`src/rtl/shift_reg_seq_if.sv`:
```
// Command handshake between the host/test logic and the shift-register sequencer.
interface shift_reg_seq_if #(
  parameter int CNT_W = 4
);
  logic             iReq;
  logic [1:0]       iOp;
  logic             iDir;
  logic [CNT_W-1:0] iCount;
  logic             iDump;
  logic             iClr;
  logic             oAck;
  logic             oBusy;
  logic             oDone;

  modport master (
    output iReq, iOp, iDir, iCount, iDump, iClr,
    input  oAck, oBusy, oDone
  );

  modport slave (
    input  iReq, iOp, iDir, iCount, iDump, iClr,
    output oAck, oBusy, oDone
  );
endinterface

```
`src/rtl/shift_reg_seq.sv`:
```
// Sequencer for the universal shift register: runs one command for a programmed number of
// cycles, then optionally reads back (and clears) every power counter.
module shift_reg_seq #(
  parameter int NUM_PWR = 5,
  parameter int CNT_W   = 4
) (
  input  logic           CLK,
  input  logic           RESETn,
  shift_reg_seq_if.slave cmd,
  output logic           oENB,
  output logic           oMODO1,
  output logic           oMODO0,
  output logic           oDIR,
  output logic [2:0]     oMemDir,
  output logic           oLE,
  output logic [31:0]    oMemDato,
  output logic           oMemOE,
  input  logic [31:0]    iMemDato,
  output logic [31:0]    oPwrData,
  output logic [2:0]     oPwrIdx,
  output logic           oPwrValid
);

  typedef enum logic [2:0] {
    S_IDLE    = 3'd0,
    S_EXEC    = 3'd1,
    S_DUMP_RD = 3'd2,
    S_DUMP_WR = 3'd3,
    S_DONE    = 3'd4
  } state_t;

  localparam logic [1:0]       OP_LOAD   = 2'b00;
  localparam logic [1:0]       OP_SHIFT  = 2'b01;
  localparam logic [1:0]       OP_ROTATE = 2'b10;
  localparam logic [1:0]       OP_HOLD   = 2'b11;
  localparam logic [2:0]       LAST_IDX  = 3'(NUM_PWR - 1);
  localparam logic [CNT_W-1:0] CNT_ONE   = {{(CNT_W-1){1'b0}}, 1'b1};

  state_t           state_q, state_d;
  logic [1:0]       op_q, op_d;
  logic             dir_q, dir_d;
  logic             dump_q, dump_d;
  logic             clr_q, clr_d;
  logic [CNT_W-1:0] cnt_q, cnt_d;
  logic [2:0]       idx_q, idx_d;
  logic             ack_q, ack_d;
  logic             busy_q, busy_d;
  logic             done_q, done_d;
  logic             enb_q, enb_d;
  logic             modo1_q, modo1_d;
  logic             modo0_q, modo0_d;
  logic             dir_out_q, dir_out_d;
  logic [2:0]       mem_dir_q, mem_dir_d;
  logic             le_q, le_d;
  logic [31:0]      mem_dato_q, mem_dato_d;
  logic             mem_oe_q, mem_oe_d;
  logic [31:0]      pwr_data_q, pwr_data_d;
  logic [2:0]       pwr_idx_q, pwr_idx_d;
  logic             pwr_valid_q, pwr_valid_d;

  // Next-state, command latching, cycle counting and counter capture.
  always_comb begin
    state_d     = state_q;
    op_d        = op_q;
    dir_d       = dir_q;
    dump_d      = dump_q;
    clr_d       = clr_q;
    cnt_d       = cnt_q;
    idx_d       = idx_q;
    ack_d       = 1'b0;
    pwr_data_d  = pwr_data_q;
    pwr_idx_d   = pwr_idx_q;
    pwr_valid_d = 1'b0;
    case (state_q)
      S_IDLE: begin
        if (cmd.iReq) begin
          ack_d  = 1'b1;
          op_d   = cmd.iOp;
          dir_d  = cmd.iDir;
          dump_d = cmd.iDump;
          clr_d  = cmd.iClr & cmd.iDump;
          idx_d  = 3'd0;
          if (cmd.iOp == OP_LOAD) begin
            state_d = S_EXEC;
            cnt_d   = CNT_ONE;
          end else if (cmd.iCount != {CNT_W{1'b0}}) begin
            state_d = S_EXEC;
            cnt_d   = cmd.iCount;
          end else if (cmd.iDump) begin
            state_d = S_DUMP_RD;
          end else begin
            state_d = S_DONE;
          end
        end else begin
          state_d = S_IDLE;
        end
      end
      S_EXEC: begin
        if (cnt_q <= CNT_ONE) begin
          cnt_d   = {CNT_W{1'b0}};
          state_d = dump_q ? S_DUMP_RD : S_DONE;
        end else begin
          cnt_d = cnt_q - CNT_ONE;
        end
      end
      S_DUMP_RD: begin
        pwr_data_d  = iMemDato;
        pwr_idx_d   = idx_q;
        pwr_valid_d = 1'b1;
        if (clr_q) begin
          state_d = S_DUMP_WR;
        end else if (idx_q == LAST_IDX) begin
          state_d = S_DONE;
        end else begin
          idx_d = idx_q + 3'd1;
        end
      end
      S_DUMP_WR: begin
        if (idx_q == LAST_IDX) begin
          state_d = S_DONE;
        end else begin
          idx_d   = idx_q + 3'd1;
          state_d = S_DUMP_RD;
        end
      end
      S_DONE: begin
        // A zero-count command lands here straight from IDLE and pulses oDone one cycle later.
        if (done_q) begin
          state_d = S_IDLE;
        end else begin
          state_d = S_DONE;
        end
      end
      default: begin
        state_d = S_IDLE;
      end
    endcase
    done_d = (state_d == S_DONE) && (state_q != S_IDLE);
  end

  // Output decode from the upcoming state so every output leaves a flop.
  always_comb begin
    enb_d      = 1'b0;
    modo1_d    = 1'b0;
    modo0_d    = 1'b0;
    dir_out_d  = 1'b0;
    mem_dir_d  = 3'd0;
    le_d       = 1'b1;
    mem_oe_d   = 1'b0;
    mem_dato_d = 32'd0;
    busy_d     = 1'b0;
    case (state_d)
      S_EXEC: begin
        busy_d    = 1'b1;
        dir_out_d = dir_d;
        case (op_d)
          OP_LOAD:   begin enb_d = 1'b1; modo1_d = 1'b1; end
          OP_SHIFT:  begin enb_d = 1'b1; end
          OP_ROTATE: begin enb_d = 1'b1; modo0_d = 1'b1; end
          OP_HOLD:   begin enb_d = 1'b0; end
          default:   begin enb_d = 1'b0; end
        endcase
      end
      S_DUMP_RD: begin
        busy_d    = 1'b1;
        mem_dir_d = idx_d;
      end
      S_DUMP_WR: begin
        busy_d    = 1'b1;
        mem_dir_d = idx_d;
        le_d      = 1'b0;
        mem_oe_d  = 1'b1;
      end
      S_DONE: begin
        busy_d = ~done_d;
      end
      default: begin
        busy_d = 1'b0;
      end
    endcase
  end

  // State and output registers; reset parks the memory port in read mode.
  always_ff @(posedge CLK or negedge RESETn) begin
    if (!RESETn) begin
      state_q     <= S_IDLE;
      op_q        <= 2'b00;
      dir_q       <= 1'b0;
      dump_q      <= 1'b0;
      clr_q       <= 1'b0;
      cnt_q       <= {CNT_W{1'b0}};
      idx_q       <= 3'd0;
      ack_q       <= 1'b0;
      busy_q      <= 1'b0;
      done_q      <= 1'b0;
      enb_q       <= 1'b0;
      modo1_q     <= 1'b0;
      modo0_q     <= 1'b0;
      dir_out_q   <= 1'b0;
      mem_dir_q   <= 3'd0;
      le_q        <= 1'b1;
      mem_dato_q  <= 32'd0;
      mem_oe_q    <= 1'b0;
      pwr_data_q  <= 32'd0;
      pwr_idx_q   <= 3'd0;
      pwr_valid_q <= 1'b0;
    end else begin
      state_q     <= state_d;
      op_q        <= op_d;
      dir_q       <= dir_d;
      dump_q      <= dump_d;
      clr_q       <= clr_d;
      cnt_q       <= cnt_d;
      idx_q       <= idx_d;
      ack_q       <= ack_d;
      busy_q      <= busy_d;
      done_q      <= done_d;
      enb_q       <= enb_d;
      modo1_q     <= modo1_d;
      modo0_q     <= modo0_d;
      dir_out_q   <= dir_out_d;
      mem_dir_q   <= mem_dir_d;
      le_q        <= le_d;
      mem_dato_q  <= mem_dato_d;
      mem_oe_q    <= mem_oe_d;
      pwr_data_q  <= pwr_data_d;
      pwr_idx_q   <= pwr_idx_d;
      pwr_valid_q <= pwr_valid_d;
    end
  end

  assign cmd.oAck  = ack_q;
  assign cmd.oBusy = busy_q;
  assign cmd.oDone = done_q;
  assign oENB      = enb_q;
  assign oMODO1    = modo1_q;
  assign oMODO0    = modo0_q;
  assign oDIR      = dir_out_q;
  assign oMemDir   = mem_dir_q;
  assign oLE       = le_q;
  assign oMemDato  = mem_dato_q;
  assign oMemOE    = mem_oe_q;
  assign oPwrData  = pwr_data_q;
  assign oPwrIdx   = pwr_idx_q;
  assign oPwrValid = pwr_valid_q;

endmodule

```
`src/flat_wrapper.sv`:
```
// flat-port wrapper written by rule: the top's interface ports become plain ports
module shift_reg_seq_flat 
#(
  parameter int NUM_PWR = 5,
  parameter int CNT_W   = 4
)
  (CLK, RESETn, oENB, oMODO1, oMODO0, oDIR, oMemDir, oLE, oMemDato, oMemOE, iMemDato, oPwrData, oPwrIdx, oPwrValid, cmd_iReq, cmd_iOp, cmd_iDir, cmd_iCount, cmd_iDump, cmd_iClr, cmd_oAck, cmd_oBusy, cmd_oDone);
  shift_reg_seq_if #(.CNT_W(CNT_W)) cmd_i ();
  input  logic CLK;
  input  logic RESETn;
  output logic oENB;
  output logic oMODO1;
  output logic oMODO0;
  output logic oDIR;
  output logic [2:0] oMemDir;
  output logic oLE;
  output logic [31:0] oMemDato;
  output logic oMemOE;
  input  logic [31:0] iMemDato;
  output logic [31:0] oPwrData;
  output logic [2:0] oPwrIdx;
  output logic oPwrValid;
  input wire logic [$bits(cmd_i.iReq)-1:0] cmd_iReq;
  input wire logic [$bits(cmd_i.iOp)-1:0] cmd_iOp;
  input wire logic [$bits(cmd_i.iDir)-1:0] cmd_iDir;
  input wire logic [$bits(cmd_i.iCount)-1:0] cmd_iCount;
  input wire logic [$bits(cmd_i.iDump)-1:0] cmd_iDump;
  input wire logic [$bits(cmd_i.iClr)-1:0] cmd_iClr;
  output wire logic [$bits(cmd_i.oAck)-1:0] cmd_oAck;
  output wire logic [$bits(cmd_i.oBusy)-1:0] cmd_oBusy;
  output wire logic [$bits(cmd_i.oDone)-1:0] cmd_oDone;
  assign cmd_i.iReq = cmd_iReq;
  assign cmd_i.iOp = cmd_iOp;
  assign cmd_i.iDir = cmd_iDir;
  assign cmd_i.iCount = cmd_iCount;
  assign cmd_i.iDump = cmd_iDump;
  assign cmd_i.iClr = cmd_iClr;
  assign cmd_oAck = cmd_i.oAck;
  assign cmd_oBusy = cmd_i.oBusy;
  assign cmd_oDone = cmd_i.oDone;
  shift_reg_seq #(.NUM_PWR(NUM_PWR), .CNT_W(CNT_W)) u_core (.CLK(CLK), .RESETn(RESETn), .cmd(cmd_i), .oENB(oENB), .oMODO1(oMODO1), .oMODO0(oMODO0), .oDIR(oDIR), .oMemDir(oMemDir), .oLE(oLE), .oMemDato(oMemDato), .oMemOE(oMemOE), .iMemDato(iMemDato), .oPwrData(oPwrData), .oPwrIdx(oPwrIdx), .oPwrValid(oPwrValid));
endmodule
```
`config.mk`:
```
export PLATFORM = sky130hd
export DESIGN_NAME = shift_reg_seq_flat
export DESIGN_NICKNAME = d
export VERILOG_FILES = /design/src/rtl/shift_reg_seq_if.sv /design/src/rtl/shift_reg_seq.sv /design/src/flat_wrapper.sv
export SDC_FILE = /design/constraint.sdc
export NUM_CORES = 1
export LEC_CHECK = 0
export CORE_MARGIN = 10
export CORE_UTILIZATION = 45
export CTS_CLUSTER_DIAMETER = 60
export CTS_CLUSTER_SIZE = 28
export DETAILED_ROUTE_END_ITERATION = 10
export GPL_TIMING_DRIVEN = 0
export PLACE_DENSITY = 0.85
export SYNTH_ARGS = -nofsm -noshare
export SYNTH_HDL_FRONTEND = slang
export SYNTH_SLANG_ARGS = --single-unit
```
`constraint.sdc`:
```
create_clock -name CLK -period 5.2 [get_ports CLK]
set_input_delay 1.04 -clock CLK [delete_from_list [all_inputs] [get_ports CLK]]
set_output_delay 1.04 -clock CLK [all_outputs]
set_load 0.01 [all_outputs]
```
==> reports/metrics.csv <==
stage,metric,value,unit
drt,Post-route DRC,0,
global_route,initial antenna violation count,0,
hold_path,Hold WC Path Type,register to register,
global_route,global-route wire length before repair,11.4,mm
synthesis,Synth Instances,234,
clock_network,CTS tree,built,
synthesis,Syn Area/Cell,12.2,um2
hold_path,start point of the worst hold path,u_core.dir_q$_DFF_PN0_,
hold_path,Hold Path Cell Cnt,2,
drt,via count,2129,
setup_path,Crit path required time,5.39,ns
synthesis,post-synth cell types,40,
global_route,vias in the first global route,2148,
layout,antenna fix cells,0,
synthesis,largest family of logic cells by synthesized area,multiplexers,
drt,Vias/cell,4.73,
synthesis,Synth Area in XOR/XNOR,0.306,%
drt,WL/cell,16.4,um
job,Max Cap Violations,0,
global_route,largest net degree at the start of global routing,34,
clock_network,CTS Hold Bufs,0,
setup_path,CP max stage cell,a221oi_1,
layout,Layout area overhead,46.9,%
timing,skew final,0.00886,ns
floorplanning,Starting Density,45.6,%
setup_path,worst path bufs/invs,1,
timing,Final Setup Violations,0,
power,Pleak,1.96,nW
place,HPWL after DPL,5.86,mm
layout,share of layout cells above drive strength 1,26.8,%
setup_path,Crit Reg-Reg Endpoint,u_core.oMODO1$_DFF_PN0_,
synthesis,largest cells by area after synthesis,"dfrtp_1 54%, mux2_2 14%, buf_4 9.2%",
setup_path,Max stage delay on crit path,0.57,ns
global_route,grt met2 use,24.4,%
timing,RSZ-0062 raised after global routing,no,
setup_path,critical register-to-register path startpoint,u_core.cnt_q[0]$_DFFE_PN0P_,
global_route,GR peak layer,met2,
timing,fin. max-slew vios,0,
global_route,Overflow after GRT,0,
clock_network,CTS Buf Count,9,
layout,# fillers,447,
timing,TNS Setup,0,ns
synthesis,yosys warns,0,
setup_path,CP Launch Point,cmd_iCount[1],
clock_network,setup bufs post-CTS,0,
layout,cell area after layout,4210,um2
setup_path,Worst EP arrival,2.92,ns
drt,Initial DRT Pass Iterations,4,
place,Placement Cell Area,4000,um2
clock_network,"Clk Latency, worst-skew pair",0.34,ns
setup_path,crit-path max FO,5,
synthesis,post-synthesis sequential area ratio,55.1,%
clock_network,clock tree sinks,63,
hold_path,worst min-delay path endpoint,u_core.dir_q$_DFF_PN0_,
timing,Fin. Hold Viols,0,
timing,fin crit period,2.74,ns
clock_network,CTS H-tree depth,3,
setup_path,Worst Setup End Kind,register,
synthesis,Synth Area in Adders,1.75,%
setup_path,family with the most delay on the worst path,simple AND/OR/NAND/NOR gates,
clock_network,Max Buffers Root-to-Sink,2,
global_route,GR met1 Demand/Resource,16.4,%
drt,DRT antenna net count,0,
drt,DR iter-0 viols,87,
run_status,outcome,finished clean,
floorplanning,I/O pin count,124,
synthesis,Yosys top cell by area,dfrtp_1,
floorplanning,DIE WIDTH,99.8,um
timing,Worst-Margin Slew,0.694,ns
clock_network,root buf cell,clkbuf_8,
layout,Reg area,1580,um2
timing,fmax,366,MHz
clock_network,"Reg clk slew, reported paths",0.07,ns
power,Max rail drop VDD,339,uV
synthesis,post-synthesis mux area share,14.9,%
global_route,met3 usage,6.87,%
setup_path,crit-path cells,clkdlybuf4s50_1 -> nor3_1 -> a21oi_1 -> a221oi_1 -> nor4_1,
floorplanning,die area,9960,um2
synthesis,post-synth top area share,54.2,%
clock_network,cts repair resizes,0,
floorplanning,Rows,29,
synthesis,mapped cell area,2860,um2
power,pwr dens,566,nW/um2
setup_path,CP startpoint kind,input pin,
drt,total wire length,7.38,mm
timing,crit share post-route,52.6,%
layout,nets,416,
place,GPL Wtd Cong,0.896,
synthesis,Post-Synth Simple-Gate Area,9.22,%
global_route,GRT Total Usage,14.7,%
synthesis,Yosys reg bits,63,
setup_path,FF-to-FF setup slack,3.18,ns
place,port buffer count,91,
timing,Worst slew margin,53.7,%
floorplanning,core area,6280,um2
floorplanning,die span in y,99.8,um
synthesis,Compound-Gate Fraction of Synth Area,7.43,%
layout,multi-input logic area,1080,um2
setup_path,R2R depth,6,
setup_path,kind of critical path,input pin to register,
==> worst reg2reg max path, stage by stage (launching register included) <==
cell and delay, ns:
dfrtp_1 0.42, inv_1 0.08, ha_1 0.25, o21a_1 0.25, a311oi_4 0.42, inv_2 0.11, nor4_1 0.37
==> synthesized netlist by cell type, drive strengths merged <==
master / n
o21ba: 1
a21o: 2
or2b: 1
nor4: 2
a311oi: 1
a31o: 1
o21a: 2
ha: 4
nand2: 20
or4b: 2
a21oi: 6
and4: 1
conb: 1
a221oi: 3
a31oi: 3
nor2b: 2
a211oi: 1
mux2i: 2
o21ai: 6
dfrtp: 62
dfstp: 1
or3: 1
nor3b: 3
nor2: 11
o21bai: 1
mux2: 35
xnor2: 1
nor3: 3
nand2b: 1
nor4b: 1
o311ai: 2
buf: 37
nand3: 3
inv: 11
==> power breakdown <==
part	total, mW	internal [mW]	switching [mW]
Combinational	1.08	0.607	0.476
Sequential	0.846	0.712	0.134
Clock	0.452	0.269	0.183
==> through the flow <==
stage / total power, mW / hold slack (ns) / instances / util [%] / worst slack, ns
floorplan: 1.42 / 0.434 / 265 / - / 2.91
global placement: 1.88 / 0.448 / 433 / 63.5 / 1.16
detailed placement: 1.94 / 0.461 / 434 / 63.8 / 2.16
CTS: 2.40 / 0.475 / 450 / 67.0 / 2.51
global route: 2.53 / 0.503 / 450 / 67.0 / 2.39
finish: 2.38 / 0.468 / 450 / 67.0 / 2.46
==> state kept, by name (all words and copies together) (netlist names), 2 cells and up <==
register	flops
u_core.oPwrData	32
u_core.cnt_q	4
u_core.idx_q	3
u_core.oMemDir	3
u_core.oPwrIdx	3
u_core.state_q	3
u_core.op_q	2
==> cells in the final DEF (no fill, tap or decap), drive strengths merged, types with 3 or more instances in the layout <==
cell           synthesis  layout
buf                   37      39
nor3                   3       3
mux2                  35      35
clkdlybuf4s50          0      90
conb                   1      32
a31oi                  3       3
nor3b                  3       3
o21ai                  6       6
inv                   11      11
ha                     4       4
nand2                 20      20
dfrtp                 62      62
nor2                  11      11
a21oi                  6       6
clkbuf                 0      12
a221oi                 3       3
nand3                  3       3
==> cells by family after synthesis <==
kind of cell / Yosys count
mux: 37
flops: 63
other cells: 1
xor+xnor: 1
compound gates: 29
buf+inv: 48
simple gates: 51
fa+ha+maj: 4
==> layer usage <==
layer,share of wire (%),vias up
met5,0,-
met4,1.4,0
met3,11,9
met2,48,98
met1,40,1008
li1,-,1014
==> cell type report <==
| cell class | instances | share of cell area [%] |
|---|---|---|
| tap | 77 | 2.29 |
| sequential | 63 | 37.5 |
| inverter | 11 | 0.981 |
| multi-input combinational | 154 | 25.7 |
| clock inverter | 4 | 1.67 |
| clock buffer | 12 | 3.21 |
| timing repair buffer | 92 | 22.0 |
| buffer | 37 | 6.63 |
==> worst max path at each step <==
| stage | endpoint | slack (ns) | depth (start not counted) |
|---|---|---|---|
| 3_5_place_dp | u_core.oMODO1$_DFF_PN0_ | 2.16 | 5 |
| 3_3_place_gp | u_core.oMemDir[0]$_DFF_PN0_ | 1.16 | 1 |
| 5_1_grt | u_core.oMODO1$_DFF_PN0_ | 2.39 | 5 |
| 6_report | u_core.oMODO1$_DFF_PN0_ | 2.46 | 5 |
| 4_1_cts | u_core.oMODO1$_DFF_PN0_ | 2.51 | 5 |
| 2_1_floorplan | u_core.cnt_q[1]$_DFFE_PN0P_ | 2.91 | 5 |
Power figures use the tool's default switching activity.
